[src/rtl/gray_pkg.sv]
// Shared Gray-code helpers and constants used by the counter and the existing decoder.
package gray_pkg;

  localparam int GRAY_DEFAULT_WIDTH = 4;
  localparam int GRAY_MAX_WIDTH     = 16;

  typedef enum logic {
    DIR_DN = 1'b0,
    DIR_UP = 1'b1
  } dir_e;

  // Index width for a WIDTH-bit vector; never less than 1 so ports stay legal.
  function automatic int clog2(input int n);
    int r;
    r = 0;
    for (int i = 0; i < 32; i++) begin
      if ((1 << r) < n) r = r + 1;
    end
    return (r < 1) ? 1 : r;
  endfunction

  function automatic logic [GRAY_MAX_WIDTH-1:0] bin2gray(input logic [GRAY_MAX_WIDTH-1:0] b);
    return b ^ (b >> 1);
  endfunction

  function automatic logic [GRAY_MAX_WIDTH-1:0] gray2bin(input logic [GRAY_MAX_WIDTH-1:0] g);
    logic [GRAY_MAX_WIDTH-1:0] b;
    b[GRAY_MAX_WIDTH-1] = g[GRAY_MAX_WIDTH-1];
    for (int i = GRAY_MAX_WIDTH - 2; i >= 0; i--) begin
      b[i] = b[i+1] ^ g[i];
    end
    return b;
  endfunction

endpackage

[src/rtl/gray_bin2gray.sv]
// Combinational binary-to-Gray encoder for a WIDTH-bit value.
module gray_bin2gray
  import gray_pkg::*;
#(
  parameter int WIDTH = GRAY_DEFAULT_WIDTH
) (
  input  logic [WIDTH-1:0] bin,
  output logic [WIDTH-1:0] gray
);

  logic [GRAY_MAX_WIDTH-1:0] bin_ext;
  logic [GRAY_MAX_WIDTH-1:0] gray_ext;

  always_comb begin
    bin_ext            = '0;
    bin_ext[WIDTH-1:0] = bin;
    gray_ext           = bin2gray(bin_ext);
  end

  assign gray = gray_ext[WIDTH-1:0];

endmodule

[src/rtl/gray_encoder_counter.sv]
// Up/down binary counter with registered Gray output, wrap pulse and toggled-bit index.
module gray_encoder_counter
  import gray_pkg::*;
#(
  parameter int WIDTH = GRAY_DEFAULT_WIDTH
) (
  input  logic                      clk,
  input  logic                      rst,
  input  logic                      en,
  input  logic                      up_dn,
  input  logic                      load,
  input  logic [WIDTH-1:0]          load_bin,
  output logic [WIDTH-1:0]          bin_out,
  output logic [WIDTH-1:0]          gray_out,
  output logic                      wrap,
  output logic                      chg_vld,
  output logic [clog2(WIDTH)-1:0]   chg_idx
);

  localparam int IDX_W = clog2(WIDTH);

  logic             step;
  logic             wrap_next;
  logic [WIDTH-1:0] bin_next;
  logic [WIDTH-1:0] gray_next;
  logic [WIDTH-1:0] gray_diff;
  logic [IDX_W-1:0] idx_next;

  always_comb begin
    step      = en && !load;
    bin_next  = bin_out;
    wrap_next = 1'b0;
    if (load) begin
      bin_next = load_bin;
    end else if (en) begin
      if (up_dn == DIR_UP) begin
        bin_next  = bin_out + 1'b1;
        wrap_next = (bin_out == '1);
      end else begin
        bin_next  = bin_out - 1'b1;
        wrap_next = (bin_out == '0);
      end
    end
  end

  gray_bin2gray #(.WIDTH(WIDTH)) u_enc (
    .bin  (bin_next),
    .gray (gray_next)
  );

  // A single count step flips exactly one Gray bit; locate it from the old/new XOR.
  always_comb begin
    gray_diff = gray_out ^ gray_next;
    idx_next  = '0;
    for (int unsigned i = 0; i < WIDTH; i++) begin
      if (gray_diff[i]) idx_next = IDX_W'(i);
    end
  end

  always_ff @(posedge clk or posedge rst) begin
    if (rst) begin
      bin_out  <= '0;
      gray_out <= '0;
      wrap     <= 1'b0;
      chg_vld  <= 1'b0;
      chg_idx  <= '0;
    end else begin
      bin_out  <= bin_next;
      gray_out <= gray_next;
      wrap     <= step && wrap_next;
      chg_vld  <= step;
      if (load)      chg_idx <= '0;
      else if (step) chg_idx <= idx_next;
    end
  end

endmodule

[config.mk]
export PLATFORM = sky130hd
export DESIGN_NAME = gray_encoder_counter
export DESIGN_NICKNAME = d
export VERILOG_FILES = /design/src/rtl/gray_pkg.sv /design/src/rtl/gray_bin2gray.sv /design/src/rtl/gray_encoder_counter.sv
export SDC_FILE = /design/constraint.sdc
export NUM_CORES = 1
export LEC_CHECK = 0
export ABC_AREA = 1
export BUFFER_PORTS_ARGS = -buffer_cell sky130_fd_sc_hd__buf_2
export CORE_MARGIN = 2
export CORE_UTILIZATION = 42
export CTS_BUF_LIST = sky130_fd_sc_hd__clkbuf_2
export DETAILED_ROUTE_END_ITERATION = 8
export PLACE_DENSITY = 0.78
export SLEW_MARGIN = 10
export SYNTH_ARGS = -nofsm -noshare
export SYNTH_HDL_FRONTEND = slang
export SYNTH_SLANG_ARGS = --single-unit
[constraint.sdc]
create_clock -name clk -period 2.18 [get_ports clk]
set_input_delay 0 -clock clk [delete_from_list [all_inputs] [get_ports clk]]
set_output_delay 0 -clock clk [all_outputs]
set_load 0.02 [all_outputs]
==> flow_summary.ini <==
[synth]
synth-main-ff-cell = dfrtp_1
ys_top_cells_by_count = 26 x nand2_1, 12 x inv_1, 11 x dfrtp_1
syn_inst = 90
ys_ff_latch = 11
synthArstFlopShare = 1.000
yosys.cell_count.top_type = nand2_1
yosysTopAreaCell = dfrtp_1
yosys.area.top_type_share = 0.3846
synth_cell_type_count = 21
syn_area_per_cell_sq_um = 7.952
synth_fp_nets = 102
synth_edf_count = 0
synth_seq_area_share = 0.3846
ys_top_cells_by_area = dfrtp_1 38%, nand2_1 14%, nand3_2 8.4%
yosysWarnings = 0
syn_area_sq_um = 715.7

[critical_path]
timing.rr.start = bin_out[0]
cp_data_arrival_time_ps = 2010
reg2reg_depth = 12
r2r_end = chg_idx[0]
critPathCapture = chg_idx[0]
worstSetupPathType = flip-flop to flip-flop
end_kind = flip-flop
startpoint_type = flip-flop
cp-startpoint = bin_out[0]
worst_ep_required_time_ps = 2380
crit_path_max_fanout = 6
rrSetupSlack_ps = 370

[flow_run]
cap_viol_max_count = 0

[sta]
worstMarginPinSlew_ps = 426.8
hold_viol_final = 0
clock.fmax_mhz = 553.0
rsz0062_at_grt = no
fin_skew_ps = 15.61
setup_violations = 0
report.final.slew_viol_count = 0
fin_crit_sh = 0.8295
slew_headroom = 0.7151
fin_crit_ps = 1808
setup_ws_ps = 371.7
fin_setup_tns_ps = 0

[cells_and_area]
fillers = 143
instances_no_fill = 130
fin_area_sq_um = 858.3
final_net_count = 127
n_antenna_cell = 0
seq_area_sq_um = 275.3
area_delta_synth_final_pct = 19.93
drive_gt1_frac = 0.3596
multiInputGateArea_sq_um = 372.9

[power]
power_leakage_nw = 0.4988
clkPwrFrac = 0.183
p_int_mw = 0.3820
p_sw_frac = 0.4153
netSwitchingPower_mw = 0.2713
p_per_area_mw_per_mm2 = 761.1
pwr-share-seq = 0.405
p_total_mw = 0.6532
ir_drop_mv = 0.3852
comb_power_share = 0.412

[clock_network]
clkSinkCount = 11
clockBufferDepth = 2
cts_buffers = 3
cts_root_buf = clkbuf_2
insertion_delay_ps = 270
cts-resized-gates = 0
holdBufCountCts = 1
cts.reportedPaths.clkPinSlew_ps = 100
htreeDepth = 1
post_cts_buffers = 0
cts_tree = built

[placement]
globalplace.congestion = 0.7900
pre_cts_slack_ps = 389.7
dp_cells = 125
hpwl_mm = 1.215
numPortBuffers = 20
place_area_sq_um = 828.3

[drt]
ant_nets = 0
drc = 0
wirelength_mm = 1.521
vias = 653
vias_per_cell = 5.023
dr.pass1.iters = 4
drtIter0Drc = 14
post_drt_wl_per_cell_um = 11.70

[run_status]
status = finished clean

[die]
fp-row-count = 14
die_h_um = 45.28
dieArea_sq_mm = 0.002050
die_w_um = 45.28
initial_core_util = 0.4591
ios = 21
core-area_sq_mm = 0.001559

[worst_hold_path]
hp-class = primary input to flip-flop

[global_route]
antenna_found_initial = 0
grt-ovfl-total = 0
grt_max_degree = 12
grt_usage = 0.1733
grt_pass1_vias = 634
grt_pass1_wl_mm = 2.490
[area by class of cell]
cell class | count | share of cell area
clock buffers | 4 | 0.02332
inverters | 16 | 0.06997
multi-input cells | 62 | 0.4344
flip-flops and latches | 11 | 0.3207
well taps | 16 | 0.02332
repair buffers | 21 | 0.1283
[cell usage in the layout (no fill, tap or decap)]
cell type and count:
nand3_1 7, nand2_1 26, xor2_2 1, inv_1 12
nor2_2 2, nor2_4 1, nand2_2 1, a21oi_1 2
a21oi_2 2, dfrtp_1 11, nand3b_1 1, a211oi_1 1
fa_1 1, nor2_1 6, xor2_1 1, buf_2 20
clkbuf_2 4, o22ai_1 1, ha_1 2, dlygate4sd3_1 1
nand3_2 6, inv_2 4, xnor2_1 1
[power by group through the flow]
| stage | Sequential (mW) | Clock (mW) | Combinational, mW |
|---|---|---|---|
| after floorplan | 0.306 | 0 | 0.161 |
| after global placement | 0.267 | 0 | 0.263 |
| after detailed placement | 0.269 | 0 | 0.270 |
| after CTS | 0.265 | 0.122 | 0.273 |
| after global routing | 0.270 | 0.130 | 0.303 |
| final | 0.264 | 0.120 | 0.269 |
[stage by stage]
| stage | hold slack (ps) | utilization |
|---|---|---|
| final | 25.18 | 0.5506 |
| after global routing | 13.96 | 0.5506 |
| after CTS | 23.28 | 0.5506 |
| after detailed placement | 10.14 | 0.5313 |
| after global placement | 1.801 | 0.5313 |
| after floorplan | -147.6 | - |
[registers in the layout, indices dropped and copies added, names as in the netlist]
name / flops
bin_out: 4
gray_out: 3
chg_idx: 2
chg_vld: 1
wrap: 1
[layer usage]
metal  part of all wire  routed length [um]  global-route usage  up-vias
met2               0.53                 807              0.3171       24
met5                  0                   0                   0        -
met3              0.058                  88             0.05600        4
met4              0.017                  26             0.07059        0
li1                   -                   -                   -      328
met1               0.39                 599              0.1797      297
[logic make-up after synthesis]
kind of cell	count (synthesis)	share of synthesized area
AO/OA/AOI/OAI	6	0.05771
XOR/XNOR	3	0.04721
adder cells (fa/ha/maj)	3	0.06293
buffers and inverters	17	0.09440
flip-flops	11	0.3846
AND/OR/NAND/NOR	50	0.3531
[worst max-delay path, cell delays in order, from the launching register on]
cell	delay, ps
dfrtp_1	460
fa_1	420
xnor2_1	150
nand2_1	100
nand2_2	120
inv_2	60
nand2_1	70
nand3_1	70
nand2_1	80
nand3_2	70
nand2_1	50
nand2_1	40
nand2_1	60
[worst min path at each step]
stage,from,end,slack (ps),depth (start not counted)
after floorplan,rst,bin_out[0],-150,1
after global placement,rst,chg_vld,2,2
after detailed placement,rst,gray_out[0],10,2
after CTS,load,chg_vld,20,2
after global routing,load,chg_vld,10,2
final,load,chg_vld,30,2
Power figures use the tool's default switching activity.
